===== config.mk =====
export PLATFORM = sky130hd
export DESIGN_NAME = arb8_grant_ctrl_flat
export DESIGN_NICKNAME = d
export VERILOG_FILES = /design/src/rtl/arb_pkg.sv /design/src/rtl/arb8_grant_ctrl_if.sv /design/src/rtl/arb_prio_pick.sv /design/src/rtl/arb8_grant_ctrl.sv /design/src/flat_wrapper.sv
export SDC_FILE = /design/constraint.sdc
export NUM_CORES = 1
export LEC_CHECK = 0
export ABC_AREA = 0
export ABC_CLOCK_PERIOD_IN_PS = 6050
export CAP_MARGIN = 20
export CORE_MARGIN = 4
export CORE_UTILIZATION = 55
export CTS_CLUSTER_DIAMETER = 100
export DETAILED_ROUTE_END_ITERATION = 8
export GPL_ROUTABILITY_DRIVEN = 1
export HOLD_SLACK_MARGIN = 0.1
export PLACE_DENSITY = 0.78
export SETUP_SLACK_MARGIN = 0.1
export SLEW_MARGIN = 20
export SYNTH_ARGS = -nofsm -noshare
export SYNTH_HDL_FRONTEND = slang
export SYNTH_HIERARCHICAL = 1
export SYNTH_SLANG_ARGS = --single-unit

===== constraint.sdc =====
create_clock -name clk -period 6.05 [get_ports clk]
set_input_delay 0.605 -clock clk [delete_from_list [all_inputs] [get_ports clk]]
set_output_delay 0.605 -clock clk [all_outputs]
set_load 0.02 [all_outputs]

===== src/rtl/arb_pkg.sv =====
// Shared definitions for the eight-requester arbiter.
//   N_REQ   : number of requesters
//   IDX_W   : width of a requester index
//   state_t : arbiter FSM states (idle / one owner granted)
//   onehot  : index to one-hot grant vector
package arb_pkg;

   localparam int unsigned N_REQ = 8;
   localparam int unsigned IDX_W = 3;

   typedef enum logic {
      ST_IDLE  = 1'b0,
      ST_GRANT = 1'b1
   } state_t;

   function automatic logic [N_REQ-1:0] onehot(input logic [IDX_W-1:0] idx);
      logic [N_REQ-1:0] v;
      v = '0;
      v[idx] = 1'b1;
      return v;
   endfunction

endpackage


===== src/rtl/arb8_grant_ctrl_if.sv =====
// Request/grant bundle between the masters and the arbiter.
//   req       : level request, bit i from master i
//   gnt       : registered one-hot grant (or zero)
//   gnt_idx   : binary owner index, meaningful while gnt_valid
//   gnt_valid : grant present
//   preempt   : first cycle of a grant forced by hold timeout
// Modports: master = requester side, slave = arbiter side.
interface arb8_grant_ctrl_if;
   import arb_pkg::*;

   logic [N_REQ-1:0] req;
   logic [N_REQ-1:0] gnt;
   logic [IDX_W-1:0] gnt_idx;
   logic             gnt_valid;
   logic             preempt;

   modport master (
      output req,
      input  gnt, gnt_idx, gnt_valid, preempt
   );

   modport slave (
      input  req,
      output gnt, gnt_idx, gnt_valid, preempt
   );

endinterface


===== src/rtl/arb_prio_pick.sv =====
// Masked, rotating priority encoder (purely combinational).
//   req       : request vector
//   mask      : requests to ignore (current owner on timeout)
//   start     : index of most recent owner; search begins at start-1
//   rr        : 1 = rotating search, 0 = fixed (7 highest)
//   win_idx   : winning index
//   win_valid : a winner exists
module arb_prio_pick
   import arb_pkg::*;
(
   input  logic [N_REQ-1:0] req,
   input  logic [N_REQ-1:0] mask,
   input  logic [IDX_W-1:0] start,
   input  logic             rr,
   output logic [IDX_W-1:0] win_idx,
   output logic             win_valid
);

   logic [N_REQ-1:0] cand;
   logic [IDX_W-1:0] base;
   logic [IDX_W-1:0] idx;

   assign cand = req & ~mask;
   // Fixed priority is the rotating search with start=0: 7, 6, ..., 0.
   assign base = rr ? start : '0;

   // Order visited: base-1, base-2, ..., base (modulo 8, descending).
   always_comb begin
      win_idx   = '0;
      win_valid = 1'b0;
      idx       = '0;
      for (int unsigned k = 0; k < N_REQ; k++) begin
         idx = base - IDX_W'(k + 1);
         if (!win_valid && cand[idx]) begin
            win_idx   = idx;
            win_valid = 1'b1;
         end
      end
   end

endmodule


===== src/rtl/arb8_grant_ctrl.sv =====
// Eight-requester arbiter and grant sequencer.
//   RR_EN    : 1 rotating priority, 0 fixed priority (index 7 highest)
//   MAX_HOLD : max continuous grant cycles under contention, 0 = no limit
//   clk      : clock, rising edge
//   rst_n    : asynchronous active-low reset
//   bus      : slave side of the request/grant bundle; all outputs registered
module arb8_grant_ctrl
   import arb_pkg::*;
#(
   parameter bit          RR_EN    = 1'b1,
   parameter int unsigned MAX_HOLD = 16
) (
   input  logic               clk,
   input  logic               rst_n,
   arb8_grant_ctrl_if.slave   bus
);

   localparam logic [7:0] HOLD_LAST = 8'(MAX_HOLD - 1);

   state_t           state_q, state_d;
   logic [7:0]       hcnt_q, hcnt_d;
   logic [IDX_W-1:0] last_q, last_d;
   logic [N_REQ-1:0] gnt_q, gnt_d;
   logic [IDX_W-1:0] idx_q, idx_d;
   logic             valid_q, valid_d;
   logic             preempt_q, preempt_d;

   logic             owner_req;
   logic             timeout;
   logic [N_REQ-1:0] pick_mask;
   logic [IDX_W-1:0] win_idx;
   logic             win_valid;

   assign owner_req = bus.req[idx_q];
   assign timeout   = (MAX_HOLD != 0) && (hcnt_q == HOLD_LAST);
   // Owner is excluded only when it is still requesting at timeout.
   assign pick_mask = (state_q == ST_GRANT && owner_req && timeout) ? gnt_q : '0;

   arb_prio_pick u_pick (
      .req       (bus.req),
      .mask      (pick_mask),
      .start     (last_q),
      .rr        (RR_EN),
      .win_idx   (win_idx),
      .win_valid (win_valid)
   );

   always_ff @(posedge clk or negedge rst_n) begin
      if (!rst_n) begin
         state_q   <= ST_IDLE;
         hcnt_q    <= '0;
         last_q    <= '0;
         gnt_q     <= '0;
         idx_q     <= '0;
         valid_q   <= 1'b0;
         preempt_q <= 1'b0;
      end else begin
         state_q   <= state_d;
         hcnt_q    <= hcnt_d;
         last_q    <= last_d;
         gnt_q     <= gnt_d;
         idx_q     <= idx_d;
         valid_q   <= valid_d;
         preempt_q <= preempt_d;
      end
   end

   always_comb begin
      state_d   = state_q;
      hcnt_d    = hcnt_q;
      last_d    = last_q;
      gnt_d     = gnt_q;
      idx_d     = idx_q;
      valid_d   = valid_q;
      preempt_d = 1'b0;

      unique case (state_q)
         ST_IDLE: begin
            if (win_valid) begin
               state_d = ST_GRANT;
               gnt_d   = onehot(win_idx);
               idx_d   = win_idx;
               valid_d = 1'b1;
               hcnt_d  = '0;
               last_d  = win_idx;
            end else begin
               gnt_d   = '0;
               idx_d   = '0;
               valid_d = 1'b0;
               hcnt_d  = '0;
            end
         end

         ST_GRANT: begin
            if (!owner_req) begin
               // Release: hand over without an idle bubble when possible.
               if (win_valid) begin
                  gnt_d  = onehot(win_idx);
                  idx_d  = win_idx;
                  hcnt_d = '0;
                  last_d = win_idx;
               end else begin
                  state_d = ST_IDLE;
                  gnt_d   = '0;
                  idx_d   = '0;
                  valid_d = 1'b0;
                  hcnt_d  = '0;
               end
            end else if (timeout) begin
               // Owner masked out; with no competitor it simply restarts.
               if (win_valid) begin
                  gnt_d     = onehot(win_idx);
                  idx_d     = win_idx;
                  last_d    = win_idx;
                  preempt_d = 1'b1;
               end
               hcnt_d = '0;
            end else begin
               hcnt_d = hcnt_q + 8'd1;
            end
         end

         default: state_d = ST_IDLE;
      endcase
   end

   assign bus.gnt       = gnt_q;
   assign bus.gnt_idx   = idx_q;
   assign bus.gnt_valid = valid_q;
   assign bus.preempt   = preempt_q;

endmodule

===== src/flat_wrapper.sv =====
// flat-port wrapper written by rule: the top's interface ports become plain ports
module arb8_grant_ctrl_flat import arb_pkg::*;
#(
   parameter bit          RR_EN    = 1'b1,
   parameter int unsigned MAX_HOLD = 16
)
  (clk, rst_n, bus_req, bus_gnt, bus_gnt_idx, bus_gnt_valid, bus_preempt);
  arb8_grant_ctrl_if bus_i ();
  input  logic clk;
  input  logic rst_n;
  input wire logic [$bits(bus_i.req)-1:0] bus_req;
  output wire logic [$bits(bus_i.gnt)-1:0] bus_gnt;
  output wire logic [$bits(bus_i.gnt_idx)-1:0] bus_gnt_idx;
  output wire logic [$bits(bus_i.gnt_valid)-1:0] bus_gnt_valid;
  output wire logic [$bits(bus_i.preempt)-1:0] bus_preempt;
  assign bus_i.req = bus_req;
  assign bus_gnt = bus_i.gnt;
  assign bus_gnt_idx = bus_i.gnt_idx;
  assign bus_gnt_valid = bus_i.gnt_valid;
  assign bus_preempt = bus_i.preempt;
  arb8_grant_ctrl #(.RR_EN(RR_EN), .MAX_HOLD(MAX_HOLD)) u_core (.clk(clk), .rst_n(rst_n), .bus(bus_i));
endmodule

==> out/results.env <==
OUTCOME='finished clean'
FMAXACHIEVABLE_GHz=0.226
CTS_MAX_LEVEL=1
DIE_W_UM=71.5
ANTENNA_FOUND_INITIAL=0
GLOBAL_ROUTE.USAGE.MET3_PCT=3.93
PIN_COUNT_OF_THE_BIGGEST_NET_ENTERING_GLOBAL_ROUTING=26
FINCLKSKEW_NS=0.00531
MAX-CLOCK-PATH-BUFFERS=2
CRITPATHTOPFAMILY='simple AND/OR/NAND/NOR gates'
AREA_DELTA_SYNTH_FINAL_PCT=11.2
FLOORPLAN.ROWS=22
CRIT_PATH_CELLS='or4_1 -> or2_2 -> nor3_4 -> and2_1 -> and2b_2 -> mux2i_1 -> mux2i_1 -> mux2i_1 -> nand3_2 -> inv_1 -> nand3_1 -> a211oi_2 -> a32o_1'
REQUIRED_NS=6.25
ARRIVAL_NS=4.62
WORSTSETUPENDPOINTTYPE='flop'
FINALWORSTPATHREQUIREDPERIOD_NS=4.42
GRT_PASS1_VIAS=1719
CRITPATHLAUNCHTYPE='flop'
CORE-AREA_MM2=0.00377
POWER_DENSITY_mW_PER_MM2=507
POST-ROUTE-DRC-COUNT=0
DESIGN.DIE.AREA_MM2=0.00511
SYNTHESIS.INSTANCES=214
SWITCHING_SHARE_PCT=46.7
MAX-CAP-VIOLATIONS=0
CRIT_BUF_INV=1
ROUTE.ANTENNA.REMAINING_NETS=0
YS_ASYNC_SR_FRACTION_PCT=100
YOSYS_WARNINGS=6
NUMCTSBUFFERS=3
SHARE_OF_THE_CLOCK_PERIOD_USED_BY_THE_WORST_PATH_PCT=73.1
INSTANCES_NO_FILL=281
CLKSLEWWORSTSETUPHOLDPATHS_NS=0.08
MET2_USAGE_PCT=31.4
WORST_PATH_MAX_DELAY_CELL='sky130_fd_sc_hd__a211oi_2'
HOLD_PATH_CLASS='primary input to async pin'
FF2FF_PATH_DEPTH=13
YOSYS_REGISTER_BITS=25
POSTCTSSETUPBUFFERS=0
DETAIL_ROUTE.ITER0.VIOLATIONS=167
LAYOUT-DRIVE-GT1-SHARE_PCT=22.7
CLOCK_SINK_COUNT=25
UTILIZATION_AFTER_LAYOUT_PCT=65.3
FINALHOLDWORSTSLACK_NS=0.308
DIE_H_UM=71.5
UNREPAIRED_SETUP_ENDPOINTS_AFTER_GLOBAL_ROUTING='false'
POST_CTS.RESIZED_INSTANCES=0
DRT_FIRST_PASS_ITERS=4
WORST_SLEW_MARGIN_REL_PCT=53.9
MULTI_INPUT_AREA_MM2=0.00150
P_COMB_SHARE_PCT=69.8
SYNTH.YOSYS.SEQ_AREA_SHARE_PCT=28.2
TRACK_USAGE_PCT=20.1
SETUP_VIOL=0
POSTSYNTHAREAPERCELL_UM2=10.3
GLOBALROUTE.TOTALOVERFLOW=0
SYNTHFLOPTYPE='sky130_fd_sc_hd__dfrtp_1'
CTS_ROOT_BUFFER='sky130_fd_sc_hd__clkbuf_8'
ANTENNADIODECOUNT=0
SYNTH-EDFF-COUNT=0
YOSYSUNIQUECELLTYPES=66
FILLERINSTANCES=321
WORST_PATH_MOST_REPEATED_CELL='sky130_fd_sc_hd__mux2i_1'
SEQUENTIALPOWERSHARE_PCT=22.6
CP_SLOWEST_STAGE_DELAY_NS=0.65
CTS.HOLD.BUFFERS_ADDED=0
PORT_BUFFERS=22
SYNTH.TOP_CELLS.BY_AREA='sky130_fd_sc_hd__dfrtp_1 (28%), sky130_fd_sc_hd__mux4_2 (6.1%), sky130_fd_sc_hd__mux2i_1 (5.4%), sky130_fd_sc_hd__a32o_1 (4.1%), sky130_fd_sc_hd__mux2_2 (3.6%)'
START_UTIL_PCT=58.7
FINALSETUPTNS_NS=0
HOLD_VIOLATIONS=0
SYNTH_AREA_MM2=0.00221
FINALPOWER_mW=1.25
TOTAL_SWITCHING_POWER_uW=582
GP_CONGESTION=0.837
WL_PER_CELL_UM=17.3
CLK_LATENCY_NS=0.26
CLOCKPOWERSHARE_PCT=7.6
REPORT.FINAL.SLEW_VIOL_COUNT=0
REG2REG_LAUNCH_POINT='u_core/hcnt_q[5]'
IR_DROP_WORST_CASE_VDD_V=0.000249
DETAIL_ROUTE.VIAS_PER_CELL=6.20
VIA_COUNT=1742
CRITICAL_PATH_PEAK_FANOUT=11
DP.CELLS=277
AREA.SEQUENTIAL_UM2=626
REPORTED_LEAKAGE_POWER_nW=1.02
TRITONCTS_CLOCK_TREE='done'
IO-PIN-COUNT=23
PATH_CLASS='flop to flop'
DETAIL_ROUTE.WIRELENGTH_UM=4850
SYNTH_TOP_AREA_SHARE_PCT=28.2
TIMING.REG2REG.SETUP_SLACK_NS=1.63
GLOBAL_ROUTE.PEAK_USAGE_LAYER='met2'
RR_ENDPOINT='u_core/bus.gnt_idx[1]'
MET1_USAGE_PCT=29.8
SYNTH_TOP_CELL_BY_AREA='sky130_fd_sc_hd__dfrtp_1'
DPL.HPWL_UM=3700
FIRST_PASS_GRT_WIRE_LENGTH_UM=8330
INTERNAL_POWER_uW=666
FINAL_NETS=246
WORST_TRAN_PIN_VALUE_NS=0.690
worst max-delay path by stage:
stage / cells past startpoint / startpoint / to / slack, ns
floorplan: 13 / u_core/hcnt_q[5] / u_core/bus.gnt[4] / 2.30
global placement: 14 / bus_req[7] / u_core/bus.gnt[3] / 1.45
detailed placement: 14 / bus_req[4] / u_core/bus.gnt[3] / 1.26
CTS: 13 / u_core/hcnt_q[5] / u_core/bus.gnt[3] / 1.36
global route: 13 / u_core/hcnt_q[5] / u_core/bus.gnt_idx[1] / 1.31
finish: 13 / u_core/hcnt_q[5] / u_core/bus.gnt_idx[1] / 1.63
synth_stat cells, types with 2 or more instances:
| cell type | number |
|---|---|
| sky130_fd_sc_hd__o21ai_0 | 4 |
| sky130_fd_sc_hd__xnor2_1 | 4 |
| sky130_fd_sc_hd__or2_2 | 3 |
| sky130_fd_sc_hd__and2b_2 | 8 |
| sky130_fd_sc_hd__nand3_1 | 6 |
| sky130_fd_sc_hd__ha_1 | 2 |
| sky130_fd_sc_hd__buf_6 | 3 |
| sky130_fd_sc_hd__mux4_2 | 6 |
| sky130_fd_sc_hd__and2_1 | 9 |
| sky130_fd_sc_hd__nor2b_1 | 4 |
| sky130_fd_sc_hd__inv_1 | 4 |
| sky130_fd_sc_hd__mux2i_2 | 3 |
| sky130_fd_sc_hd__a22o_1 | 4 |
| sky130_fd_sc_hd__mux2_4 | 4 |
| sky130_fd_sc_hd__mux2_2 | 7 |
| sky130_fd_sc_hd__nand2b_1 | 3 |
| sky130_fd_sc_hd__nor3_1 | 3 |
| sky130_fd_sc_hd__mux2i_1 | 12 |
| sky130_fd_sc_hd__nor2_1 | 19 |
| sky130_fd_sc_hd__nand2_1 | 14 |
| sky130_fd_sc_hd__o211ai_1 | 4 |
| sky130_fd_sc_hd__nand2_4 | 3 |
| sky130_fd_sc_hd__a21oi_1 | 8 |
| sky130_fd_sc_hd__a32o_1 | 9 |
| sky130_fd_sc_hd__xor2_1 | 3 |
| sky130_fd_sc_hd__dfrtp_1 | 25 |
layer usage:
layer	up-vias	wire, um
li1	834	-
met1	850	2270
met2	58	2310
met3	0	278
met4	0	0
met5	-	0
power groups by stage:
stage / combinational [mW] / sequential, mW / clock, mW
after floorplan: 0.681 / 0.302 / 0
after global placement: 0.848 / 0.286 / 0
after detailed placement: 0.859 / 0.287 / 0
after CTS: 0.863 / 0.283 / 0.101
after global routing: 0.950 / 0.291 / 0.109
final: 0.871 / 0.282 / 0.0947
state kept, by name, summed over array words and instances, names as in the netlist:
name                  flops
u_core/bus.gnt            8
u_core/hcnt_q             8
u_core/bus.gnt_idx        3
u_core/last_q             3
u_core/bus.gnt_valid      1
u_core/bus.preempt        1
u_core/state_q            1
layout make-up:
type | count | share of cell area [%]
sequential | 25 | 25.4
tap | 48 | 2.44
timing repair buffer | 22 | 8.74
multi-input combinational | 178 | 61.0
clock buffer | 4 | 1.83
inverter | 4 | 0.609
stage by stage:
step                      cell area (um2)  setup slack [ns]
after floorplan                      2220              2.30
after global placement               2420              1.45
after detailed placement             2420              1.26
after CTS                            2460              1.36
after global routing                 2460              1.31
final                                2460              1.63
layout by cell type (no fill, tap or decap), types with 2 or more instances in the layout:
cell	count
sky130_fd_sc_hd__xnor2_1	4
sky130_fd_sc_hd__mux2i_1	12
sky130_fd_sc_hd__and2_1	9
sky130_fd_sc_hd__o21ai_0	4
sky130_fd_sc_hd__or2_2	3
sky130_fd_sc_hd__mux4_2	6
sky130_fd_sc_hd__nand3_1	6
sky130_fd_sc_hd__nand2_1	14
sky130_fd_sc_hd__a32o_1	9
sky130_fd_sc_hd__xor2_1	3
sky130_fd_sc_hd__mux2i_2	3
sky130_fd_sc_hd__nand2b_1	3
sky130_fd_sc_hd__a21oi_1	8
sky130_fd_sc_hd__clkdlybuf4s50_1	21
sky130_fd_sc_hd__clkbuf_8	3
sky130_fd_sc_hd__and2b_2	8
sky130_fd_sc_hd__nor3_1	3
sky130_fd_sc_hd__dfrtp_1	25
sky130_fd_sc_hd__inv_1	4
sky130_fd_sc_hd__o211ai_1	4
sky130_fd_sc_hd__ha_1	2
sky130_fd_sc_hd__nand2_4	3
sky130_fd_sc_hd__conb_1	2
sky130_fd_sc_hd__nor2b_1	4
sky130_fd_sc_hd__a22o_1	4
sky130_fd_sc_hd__mux2_2	7
sky130_fd_sc_hd__nor2_1	19
sky130_fd_sc_hd__mux2_4	4
kinds of logic (layout without fill, tap and decap cells):
family,count (synthesis),in the layout,synth area share (%)
AO/OA/AOI/OAI,46,46,17.1
flip-flops,25,25,28.2
AND/OR/NAND/NOR,85,85,22.4
adder cells (fa/ha/maj),2,2,1.13
buffers and inverters,12,30,4.29
XOR/XNOR,9,9,4.75
multiplexers,34,34,21.9
other,1,2,0.169
worst register-to-register path, stage by stage (launching register included):
cell                       delay, ns
sky130_fd_sc_hd__dfrtp_1        0.42
sky130_fd_sc_hd__or4_1          0.54
sky130_fd_sc_hd__or2_2          0.34
sky130_fd_sc_hd__nor3_4         0.27
sky130_fd_sc_hd__and2_1         0.15
sky130_fd_sc_hd__and2b_2        0.23
sky130_fd_sc_hd__mux2i_1        0.51
sky130_fd_sc_hd__mux2i_1        0.20
sky130_fd_sc_hd__mux2i_1        0.35
sky130_fd_sc_hd__nand3_2        0.17
sky130_fd_sc_hd__inv_1          0.08
sky130_fd_sc_hd__nand3_1        0.21
sky130_fd_sc_hd__a211oi_2       0.65
sky130_fd_sc_hd__a32o_1         0.24
No activity file was read; power rests on OpenSTA's default activity.
